**src/rtl/mux_16to1.sv**
```systemverilog
// 16:1 lane selector: combinational output via a balanced 2:1 tree plus a registered copy with valid.
// Optional MUX_16TO1_SEL_REG_EN: the combinational output selects via a registered copy of sel.
module mux_16to1 #(
    parameter int unsigned DATA_W = 1
) (
    input  logic                   clk,
    input  logic                   rst_n,
    input  logic [16*DATA_W-1:0]   in,
    input  logic [3:0]             sel,
    input  logic                   in_valid,
    output logic [DATA_W-1:0]      out,
    output logic [DATA_W-1:0]      out_q,
    output logic                   out_valid
);

    // Four levels of 2:1 muxes: sel[0] picks within lane pairs, sel[3] picks at the root.
    function automatic logic [DATA_W-1:0] tree_sel(
        input logic [16*DATA_W-1:0] v,
        input logic [3:0]           s
    );
        logic [DATA_W-1:0] n1 [8];
        logic [DATA_W-1:0] n2 [4];
        logic [DATA_W-1:0] n3 [2];
        for (int unsigned i = 0; i < 8; i++) begin
            n1[i] = s[0] ? v[(2*i+1)*DATA_W +: DATA_W] : v[(2*i)*DATA_W +: DATA_W];
        end
        for (int unsigned i = 0; i < 4; i++) begin
            n2[i] = s[1] ? n1[2*i+1] : n1[2*i];
        end
        for (int unsigned i = 0; i < 2; i++) begin
            n3[i] = s[2] ? n2[2*i+1] : n2[2*i];
        end
        return s[3] ? n3[1] : n3[0];
    endfunction

    logic [3:0]        tree_s;
    logic [DATA_W-1:0] cap_lane;
    logic [DATA_W-1:0] out_q_q;
    logic [DATA_W-1:0] out_q_d;
    logic              out_valid_q;
    logic              out_valid_d;

`ifdef MUX_16TO1_SEL_REG_EN
    logic [3:0] sel_q;
    logic [3:0] sel_d;

    always_comb begin
        sel_d = sel_q;
        if (in_valid) begin
            sel_d = sel;
        end
    end

    always_ff @(posedge clk or negedge rst_n) begin
        if (!rst_n) begin
            sel_q <= '0;
        end else begin
            sel_q <= sel_d;
        end
    end

    assign tree_s = sel_q;
`else
    assign tree_s = sel;
`endif

    assign out      = tree_sel(in, tree_s);
    // Capture always uses the incoming sel, even when out is driven from the registered select.
    assign cap_lane = tree_sel(in, sel);

    always_comb begin
        out_q_d     = out_q_q;
        out_valid_d = in_valid;
        if (in_valid) begin
            out_q_d = cap_lane;
        end
    end

    always_ff @(posedge clk or negedge rst_n) begin
        if (!rst_n) begin
            out_q_q     <= '0;
            out_valid_q <= 1'b0;
        end else begin
            out_q_q     <= out_q_d;
            out_valid_q <= out_valid_d;
        end
    end

    assign out_q     = out_q_q;
    assign out_valid = out_valid_q;

endmodule

```
**config.mk**
```make
export PLATFORM = sky130hd
export DESIGN_NAME = mux_16to1
export DESIGN_NICKNAME = d
export VERILOG_FILES = /design/src/rtl/mux_16to1.sv
export SDC_FILE = /design/constraint.sdc
export NUM_CORES = 1
export LEC_CHECK = 0
export ABC_AREA = 0
export CORE_AREA = 5 5 42 44
export CTS_BUF_LIST = sky130_fd_sc_hd__clkbuf_8 sky130_fd_sc_hd__clkbuf_16
export CTS_CLUSTER_DIAMETER = 80
export DETAILED_ROUTE_END_ITERATION = 6
export DIE_AREA = 0 0 47 49
export GPL_TIMING_DRIVEN = 1
export MAX_ROUTING_LAYER = met4
export PLACE_DENSITY = 0.57
export REMOVE_ABC_BUFFERS = 1
export SLEW_MARGIN = 20
export SYNTH_ARGS = -nofsm -noshare
export SYNTH_HDL_FRONTEND = slang
export SYNTH_SLANG_ARGS = --single-unit
```
**constraint.sdc**
```tcl
create_clock -name clk -period 2.1 [get_ports clk]
set_clock_uncertainty 0.15 [all_clocks]
set_input_delay 0.42 -clock clk [delete_from_list [all_inputs] [get_ports clk]]
set_output_delay 0.42 -clock clk [all_outputs]
set_load 0.02 [all_outputs]
```
* Word level (Yosys, flattened, before mapping)
Cells that the tools add are included.
Word-level totals: logic and storage cells 17, output and inout port bits 3, input port bits 23, bits in registers 2
Cells by class: muxes and demuxes 15
Operators with widths (number):
- $mux W1 | 15

* Longest topological paths before layout
depth after elaboration 4, mapped depth 5, depth with buffers taken out 4

* Least setup slack after synthesis
No wires, ideal clock.
path kind input-to-output, from input sel[2], to output out, path buffers 1, data required time 1.530 ns, stages on the path 5, data arrival time 1.524 ns, path slack 0.006 ns, cell sequence buf_6 > mux4_2 > nor2b_1 > a211oi_2 > a21oi_1
On the way: word-level cells in the longest chain between the ends 2, elaborated cells on any way between the ends 3, those cells by class 3 x mux
Ends and longest elaborated chain:
- start, declared | line 9 | input logic [3:0] sel,
- $mux W1 | line 31 | n3[i] = s[2] ? n2[2*i+1] : n2[2*i];
- $mux W1 * | line 33 | return s[3] ? n3[1] : n3[0];
- end, declared | line 11 | output logic [DATA_W-1:0] out,
Every way passes the cells marked *; elsewhere a longest branch is shown, timed or not.

* Final worst setup path
Ends and elaborated chain as after synthesis.

==> flow_summary.yaml <==
critical_path:
  path_cells: "buf_8 -> buf_6 -> mux2i_1 -> mux4_2 -> a21oi_2 -> buf_6"
  reg2reg_depth: 3
  crit_path_max_incr_delay_ps: 490
  cp-start-kind: "primary input"
  path_common_cell: "buf_6"
  slowest_stage: "mux4_2"
  critical_path.endpoint_type: "output port"
  cp_max_fo: 5
  cp.arrival_ps: 1540
  worst_ep_required_time_ps: 1530
  crit_type: "in2out"
drt:
  wirelength_um: 957
  met3WireLength_um: 164
  drt_first_pass_iters: 1
  topRoutingLayerUsed: "met4"
  antenna_left: 0
  wl_met1_um: 390
  vias: 300
  vias_per_cell: 4.41
  wl_met2_um: 373
  drtIter0Drc: 0
  wl_per_cell_um: 14.1
  remaining_drc_errors: 0
clocking:
  clk_pin_slew_worst_paths_ps: 30
  cts_root_buf: "clkbuf_8"
  htree_num_levels: 1
  worstSkewPairLatency_ps: 210
  clock_path_buffers: 2
  cts.sinks: 2
  cts-buffers-inserted: 3
  cts_hold_buf: 0
  cts_tree: "done"
final_layout:
  final_util_pct: 40.4
  area_growth_pct: 160
  fin_cells: 68
  final_cell_mix: "buf_2, dlygate4sd2_1, buf_4, clkdlybuf4s50_1, mux2i_1"
  diodes: 0
  nets: 77
  drive_above_1_share_pct: 55.8
sta:
  final-setup-viol-count: 1
  fin_crit_sh_pct: 100
  slew_viol_final: 0
  fmax_mhz: 474
  slew_headroom_pct: 85.7
  finalWorstSetupSlack_ps: -8.96
  finalHoldViolations: 0
  post-route-min-period_ps: 2110
  worst_slew_pin_slew_ps: 214
  rsz0062_at_grt: "yes"
grt:
  grt-ovfl-total: 0
  grt_max_degree: 6
  grt_util_all_layers_pct: 10.6
  grt_pass1_wl_um: 1550
  antenna_found_initial: 0
  grt_pass1_vias: 358
pwr:
  peakVddDrop_mv: 0.168
  p_leak_nw: 0.277
  cellPowerDensity_nw_per_um2: 548
floorplan:
  initial_utilization_pct: 15.5
  core_area_um2: 1400
  pin_count: 26
  fp.dieW_um: 47
  die-area_um2: 2300
  die_y_um: 49
  row_count: 14
logic_synthesis:
  synth_xor_area_share_pct: 0
  yosys.area_share.adder_pct: 0
  ys_seq_area_share_pct: 23.0
  syn_area_per_cell_um2: 13.6
  synth_top_family_by_area: "multiplexers"
  synth.distinct_cells: 11
  yosys.area_share.simple_pct: 4.60
  synth_top_area_cell: "dfrtp_1"
  synthMuxAreaShare_pct: 51.1
  yosysWarnings: 0
  syn_area_um2: 218
  netlist_top_cells_area: "dfrtp_1, mux4_2, mux2i_1"
  ys_seq_elements: 2
  synth-compound-area-share_pct: 16.1
  synth_cells: 16
  synth_top_area_share_pct: 23.0
status:
  violations: "negative setup slack"
  status: "finished, violations left"
placed_design:
  gp_congestion: 0.765
  pre_cts_ws_ps: -896
  dp.cells: 60
  port_buffers: 25
hold_path:
  holdCritPathClass: "in2async"
job:
  drv_cap: 0
[Yosys cell counts]
library cell and instances:
a211oi_2 1, mux4_2 2, dfrtp_1 2, buf_6 1
mux4_1 1, a21boi_2 1, a31oi_1 1, nor2b_1 1
a21oi_1 1, nor2_1 1, mux2i_1 4
[kinds of logic after synthesis]
family          Yosys count
compound gates            4
mux                       7
simple gates              2
buf+inv                   1
flops                     2
[layer usage]
layer,vias to the layer above,track usage [%]
met5,-,-
met4,0,6.91
met3,3,8.12
met1,131,10.8
met2,29,13.8
li1,137,-
[flip-flops by register name, indices dropped and copies added, names as in the netlist]
name       flops
out_valid      1
out_q          1
[critical path: cells and delay by family]
family | cells | cell delay, ps
mux | 2 | 600
buf+inv | 3 | 360
compound gates | 1 | 170
[power by group]
| part | leakage, nW | internal (W) | switching (W) |
|---|---|---|---|
| sequential | 0.0228 | 0.0000427 | 0.00000178 |
| combinational | 0.233 | 0.0000733 | 0.0000397 |
| clock | 0.0216 | 0.000121 | 0.0000319 |
| total | 0.277 | 0.000237 | 0.0000734 |
[final cells by class]
cell class	count	area (um2)
multi-input cells	13	171
repair buffers	34	284
flip-flops and latches	2	50.0
fillers	158	835
well taps	16	20.0
clock buffers	3	41.3
[stage by stage]
stage / total power [W] / hold slack [ps] / TNS (ps) / area [um2]
floorplan: 0.0000791 / -25.6 / 0 / 206
global placement: 0.000149 / 446 / -1050 / 507
detailed placement: 0.000149 / 445 / -1030 / 507
CTS: 0.000316 / 218 / 0 / 557
global route: 0.000337 / 225 / -49.1 / 567
finish: 0.000311 / 222 / -8.96 / 567
[timing repair]
item	4_1_cts	5_1_grt
setup buffers	6	0
pin swaps	2	1
gates resized for setup	52	4
endpoints found under the setup margin	1	2
[final timing paths]
kind,startpoint,endpoint,slack (ps)
worst max-delay path,sel[2],out,-9
worst min-delay path,rst_n,out_q$_DFFE_PN0P_,220
worst max register to register,out_q$_DFFE_PN0P_,out_q$_DFFE_PN0P_,1170
worst min register to register,out_q$_DFFE_PN0P_,out_q$_DFFE_PN0P_,530
max in group asynchronous,rst_n,out_valid$_DFF_PN0_,1450
min in group clk,out_q$_DFFE_PN0P_,out_q$_DFFE_PN0P_,530
Note: power is estimated with default switching activity, not from simulation.
